==> config.mk <==
export PLATFORM = sky130hd
export DESIGN_NAME = mem_responder
export DESIGN_NICKNAME = d
export VERILOG_FILES = /design/src/rtl/mem_responder_pkg.sv /design/src/rtl/sat_counter.sv /design/src/rtl/mem_responder.sv
export SDC_FILE = /design/constraint.sdc
export NUM_CORES = 2
export LEC_CHECK = 0
export ABC_AREA = 1
export ABC_CLOCK_PERIOD_IN_PS = 6400
export BUFFER_PORTS_ARGS = -buffer_cell sky130_fd_sc_hd__buf_2
export CORE_MARGIN = 2
export CORE_UTILIZATION = 25
export DETAILED_ROUTE_END_ITERATION = 10
export GPL_ROUTABILITY_DRIVEN = 0
export PLACE_DENSITY = 0.46
export SLEW_MARGIN = 15
export SYNTH_ARGS = -nofsm -noshare
export SYNTH_HDL_FRONTEND = slang
export SYNTH_SLANG_ARGS = --single-unit
==> constraint.sdc <==
create_clock -name Clk -period 6.4 [get_ports Clk]
set_input_delay 1.28 -clock Clk [delete_from_list [all_inputs] [get_ports Clk]]
set_output_delay 1.28 -clock Clk [all_outputs]
set_load 0.005 [all_outputs]
==> src/rtl/mem_responder_pkg.sv <==
// Shared definitions for the memory responder and the search initiators that drive it.
package mem_responder_pkg;

    // Default data and address widths used across the initiator/responder pair.
    localparam int D_WIDTH_DEF = 8;
    localparam int A_WIDTH_DEF = 8;

    // Latency countdown width; RD_LAT up to 4 needs a count of at most 2.
    localparam int LAT_W = 2;

    // Rw encoding on the request interface.
    typedef enum logic {
        RW_RD = 1'b0,
        RW_WR = 1'b1
    } rw_e;

    // Read-latency FSM states.
    typedef enum logic {
        ST_IDLE = 1'b0,
        ST_WAIT = 1'b1
    } state_e;

    // Countdown value loaded on entry to WAIT: the last WAIT edge loads Data.
    function automatic logic [LAT_W-1:0] lat_load(input int rd_lat);
        return LAT_W'(rd_lat - 2);
    endfunction

endpackage

==> src/rtl/sat_counter.sv <==
// Saturating up-counter with synchronous clear; clear beats increment.
module sat_counter #(
    parameter int CNT_W = 16
) (
    input  logic             Clk,
    input  logic             Rst,
    input  logic             clr,
    input  logic             inc,
    output logic [CNT_W-1:0] q
);

    logic [CNT_W-1:0] r_q;
    logic             w_full;

    assign w_full = (r_q == {CNT_W{1'b1}});

    // Count accepted events, hold at all-ones, clear on request.
    always_ff @(posedge Clk or negedge Rst) begin
        if (!Rst)
            r_q <= '0;
        else if (clr)
            r_q <= '0;
        else if (inc && !w_full)
            r_q <= r_q + CNT_W'(1);
    end

    assign q = r_q;

endmodule

==> src/rtl/mem_responder.sv <==
// Memory-side responder: single-port array with programmable read latency,
// preload port sharing the write port, and access statistics.
module mem_responder
    import mem_responder_pkg::*;
#(
    parameter int D_WIDTH = D_WIDTH_DEF,
    parameter int A_WIDTH = A_WIDTH_DEF,
    parameter int RD_LAT  = 1,
    parameter int CNT_W   = 16
) (
    input  logic               Clk,
    input  logic               Rst,
    input  logic               En,
    input  logic               Rw,
    input  logic [A_WIDTH-1:0] Addr,
    input  logic [D_WIDTH-1:0] Wdata,
    output logic [D_WIDTH-1:0] Data,
    output logic               Rdy,
    output logic               Busy,
    output logic               Wack,
    input  logic               Ld_en,
    input  logic [A_WIDTH-1:0] Ld_addr,
    input  logic [D_WIDTH-1:0] Ld_data,
    output logic               Ld_ack,
    input  logic               Cnt_clr,
    output logic [CNT_W-1:0]   Rd_cnt,
    output logic [CNT_W-1:0]   Wr_cnt
);

    localparam int DEPTH  = 1 << A_WIDTH;
    localparam int PIPE_N = (RD_LAT > 1) ? RD_LAT - 1 : 1;

    logic [D_WIDTH-1:0] r_mem [DEPTH];

    state_e             r_state;
    state_e             w_state_nxt;
    logic [LAT_W-1:0]   r_lat_cnt;
    logic [LAT_W-1:0]   w_lat_nxt;

    logic [D_WIDTH-1:0] r_data;
    logic               r_rdy;
    logic               r_wack;

    logic               w_busy;
    logic               w_acc;
    logic               w_rd_acc;
    logic               w_wr_acc;
    logic [D_WIDTH-1:0] w_rd_word;
    logic [D_WIDTH-1:0] w_pipe_out;
    logic               w_load;

    // Accept decode: En is level-sampled and ignored while a read is in flight.
    assign w_busy   = (r_state == ST_WAIT);
    assign w_acc    = En & ~w_busy;
    assign w_rd_acc = w_acc & (Rw == RW_RD);
    assign w_wr_acc = w_acc & (Rw == RW_WR);

    // An accepted access write owns the single write port; the preload waits.
    assign Ld_ack = Ld_en & ~w_wr_acc;

    // Read sees the array before any write landing on the same edge.
    assign w_rd_word = r_mem[Addr];

    // Single write port: access write first, otherwise an acked preload.
    always_ff @(posedge Clk) begin
        if (w_wr_acc)
            r_mem[Addr] <= Wdata;
        else if (Ld_en)
            r_mem[Ld_addr] <= Ld_data;
    end

    generate
        if (RD_LAT > 1) begin : g_pipe
            logic [D_WIDTH-1:0] r_pipe [PIPE_N];

            // Stage the sampled word so it reaches the last stage one edge before Data loads.
            always_ff @(posedge Clk or negedge Rst) begin
                if (!Rst) begin
                    for (int i = 0; i < PIPE_N; i++)
                        r_pipe[i] <= '0;
                end else begin
                    if (w_rd_acc)
                        r_pipe[0] <= w_rd_word;
                    for (int i = 1; i < PIPE_N; i++)
                        r_pipe[i] <= r_pipe[i-1];
                end
            end

            assign w_pipe_out = r_pipe[PIPE_N-1];
        end else begin : g_nopipe
            assign w_pipe_out = w_rd_word;
        end
    endgenerate

    // Data loads on the accept edge for single-cycle latency, else on the last WAIT edge.
    assign w_load = (RD_LAT == 1) ? w_rd_acc
                                  : (w_busy && (r_lat_cnt == '0));

    // Latency FSM state and countdown registers.
    always_ff @(posedge Clk or negedge Rst) begin
        if (!Rst) begin
            r_state   <= ST_IDLE;
            r_lat_cnt <= '0;
        end else begin
            r_state   <= w_state_nxt;
            r_lat_cnt <= w_lat_nxt;
        end
    end

    // Next-state: enter WAIT on a multi-cycle read, count down, return when done.
    always_comb begin
        w_state_nxt = r_state;
        w_lat_nxt   = r_lat_cnt;
        case (r_state)
            ST_IDLE: begin
                if (w_rd_acc && (RD_LAT > 1)) begin
                    w_state_nxt = ST_WAIT;
                    w_lat_nxt   = lat_load(RD_LAT);
                end
            end
            ST_WAIT: begin
                if (r_lat_cnt == '0)
                    w_state_nxt = ST_IDLE;
                else
                    w_lat_nxt = r_lat_cnt - 1'b1;
            end
            default: w_state_nxt = ST_IDLE;
        endcase
    end

    // Response registers: Data holds until the next read, Rdy/Wack are one-cycle pulses.
    always_ff @(posedge Clk or negedge Rst) begin
        if (!Rst) begin
            r_data <= '0;
            r_rdy  <= 1'b0;
            r_wack <= 1'b0;
        end else begin
            r_rdy  <= w_load;
            r_wack <= w_wr_acc;
            if (w_load)
                r_data <= w_pipe_out;
        end
    end

    assign Data = r_data;
    assign Rdy  = r_rdy;
    assign Busy = w_busy;
    assign Wack = r_wack;

    sat_counter #(.CNT_W(CNT_W)) u_rd_cnt (
        .Clk (Clk),
        .Rst (Rst),
        .clr (Cnt_clr),
        .inc (w_rd_acc),
        .q   (Rd_cnt)
    );

    sat_counter #(.CNT_W(CNT_W)) u_wr_cnt (
        .Clk (Clk),
        .Rst (Rst),
        .clr (Cnt_clr),
        .inc (w_wr_acc),
        .q   (Wr_cnt)
    );

endmodule

==> metrics <==
P_leak 0.03275 uW; Synth area leader edfxtp_1; TritonCTS Buffers 222; number of setup violations in the final report 0; post-CTS setup buffers 0; share of layout cells above drive strength 1 7.484%; RSZ-0062 raised after global routing false; routed length per instance 22.13 um; most used flip-flop cell after synthesis edfxtp_1; crit-path most repeated cell nand2_1; Iter 0 DRT Violations 5580; CP startpoint kind primary input; Tightest Hold Check Type flop to flop; met3 usage 1.971%; Cell Pwr Density 308.3 nW/um2; Root Driver clkbuf_16; crit path time final 4068 ps; antenna violations before repair 7; Antenna Nets Post-Route 0; first-pass GRT wire length 384.9 mm; Area growth syn-to-layout 14.44%; #FFs+latches synth 2093; Yosys top cell area share 72.17%; vias in the first global route 54750; global route overflow 0; Crit Path Class primary input to flop; Comb pwr share 7.0%; sw power 7108 uW; cells after synthesis 7293; Total GRT Usage 14.83%; largest net degree at the start of global routing 193; Avg Inst Size Synth 11.68 um2; Slew @ Worst Pin 1216 ps; crit-path cells buf_2 -> clkinv_1 -> nand2_1 -> o21ai_2 -> nor2_2 -> nand2_1 -> nor2_1; routed via count 55920; Max-cap violations 0; Critical Path Fanout Max 17; # hold bufs at CTS 0; Critical Path RT 6900 ps; most frequent cell after synthesis nand2_1; async set-or-reset flop fraction in the synthesized netlist 2.150%; row cnt 214; PostCTS Resize Cnt 0; sequential share of power 50.9%; gr busiest metal met2; Die Y 587.8 um; drt drc 0; fin util 28.72%; Yosys Warn Count 0; switching share of power 23.64%; Initial Utilization 25.10%; Max H-tree Level 4; Syn Std Cell Area 85210 um2; CP arrival 4570 ps; FMAX 245.8 MHz; clk sinks 2093; Post-Syn Nets 7334; Hold WS 463.8 ps; drt via density 4.688; skew final 85.61 ps; nets 7259; die area 345500 um2; Slew Viols, Final 0; worst skew pair latency 910 ps; Clock transition at path regs 60 ps; Die X-Extent 587.8 um; PortBufs 81; Crit-path slowest cell nor2_1; Yosys cell types 34; Max Buffers Root-to-Sink 4; EDFF count, synth 2048; CTS tree built; DR pass1 iterations 7; setup slack on the worst flop-to-flop path 2560 ps; final-report hold violation count 0; sequential area share after synthesis 73.49%; HPWL Detailed 154.1 mm; VDD IR max 0.0002568 V; Period Utilization, post-route 63.56%; Int Power 22950 uW; nature of the critical path endpoint flop; outcome completed; GR Util met1 19.87%; max incr delay on CP 970 ps; Ports 82; WL final 264.0 mm; core area 339500 um2; top post-synthesis cells by count 2159 x nand2_1, 2056 x nand3_1, 2048 x edfxtp_1; Post-Route Setup TNS 0 ps; most area-consuming cells after synthesis edfxtp_1 72%, nand3_1 12%, nand2_1 9.5%; grt met2 use 24.80%; Slew HR 18.63%; clock share of power 42.1%
logic make-up after synthesis:
group,count (synthesis),share of synthesized area [%]
xor gates and xnor gates,2,0.02056
adders and majority gates,3,0.04406
buffers and inverters,574,2.791
AOI/OAI and AO/OA,51,0.3524
and+or+nand+nor,4570,23.30
DFF,2093,73.49
registers in the layout, indices dropped and copies added (netlist names):
name and flops:
Busy 1, Data 8, Rdy 1, Wack 1
r_lat_cnt 2, r_mem 2048, u_rd_cnt.q 16, u_wr_cnt.q 16
path summary, 6_finish.rpt:
| path | endpoint | startpoint | cells past startpoint |
|---|---|---|---|
| max | r_mem[238][5]$_DFFE_PP_ | Addr[6] | 7 |
| max reg2reg | r_mem[208][1]$_DFFE_PP_ | Busy$_DFF_PN0_ | 11 |
| min reg2reg | r_lat_cnt[0]$_DFFE_PN0P_ | r_lat_cnt[0]$_DFFE_PN0P_ | 1 |
| max in group asynchronous | u_wr_cnt.q[13]$_DFFE_PN0P_ | Rst | 2 |
| min | r_lat_cnt[0]$_DFFE_PN0P_ | r_lat_cnt[0]$_DFFE_PN0P_ | 1 |
| min in group asynchronous | Data[2]$_DFFE_PN0P_ | Rst | 2 |
area by class of cell:
type / count / area [um2]
antenna: 4 / 10.01
clock inverter: 128 / 1187
inverter: 85 / 344.1
multi-input combinational: 4626 / 20310
tap: 4536 / 5675
timing repair buffer: 190 / 1575
fill: 34860 / 242000
sequential: 2093 / 62630
clock buffer: 267 / 5788
placed cells by master, fill, tap and decap left out, types with 7 or more instances in the layout:
cell type	synthesis	layout
buf_12	0	25
a21oi_1	19	19
inv_2	18	16
nand4_1	7	7
o21ai_2	7	7
nand3_1	2056	2056
buf_2	164	76
nand2_1	2159	2136
nor3_1	14	13
nand2_2	7	22
clkbuf_16	0	225
edfxtp_1	2048	2048
dfrtp_1	45	45
inv_1	64	62
bufinv_16	0	21
buf_4	3	85
clkbuf_1	236	42
nand2_4	1	9
clkinv_1	3	63
nor2_1	314	313
clkinv_2	0	33
o21ai_0	16	16
worst max-delay path: cells and delay by family:
kind	cells	cell delay, ps
simple gates	4	2090
buf+inv	2	1030
compound gates	1	120
per-layer routing:
layer  wire length, um  part of all wire [%]
met1            114900                    44
met2            127500                    48
met3             13360                   5.1
met4              8270                   3.1
met5                 0                     0
power groups by stage:
stage / combinational (uW) / clock (uW) / sequential (uW)
after floorplan: 1140 / 0 / 15700
after global placement: 2120 / 0 / 15600
after detailed placement: 2130 / 0 / 15600
after CTS: 2130 / 12900 / 15300
after global routing: 2270 / 13400 / 15300
final: 2090 / 12700 / 15300
stage by stage:
step | total power [uW] | setup slack [ps] | cells | cell area, um2
6_report | 30060 | 2332 | 11930 | 97520
5_1_grt | 30990 | 2165 | 11930 | 97510
4_1_cts | 30360 | 2377 | 11930 | 97510
3_5_place_dp | 17730 | 1422 | 11530 | 90530
3_3_place_gp | 17730 | 1453 | 11530 | 90530
2_1_floorplan | 16830 | 613.1 | 7293 | 85210
Note: power is estimated with default switching activity, not from simulation.
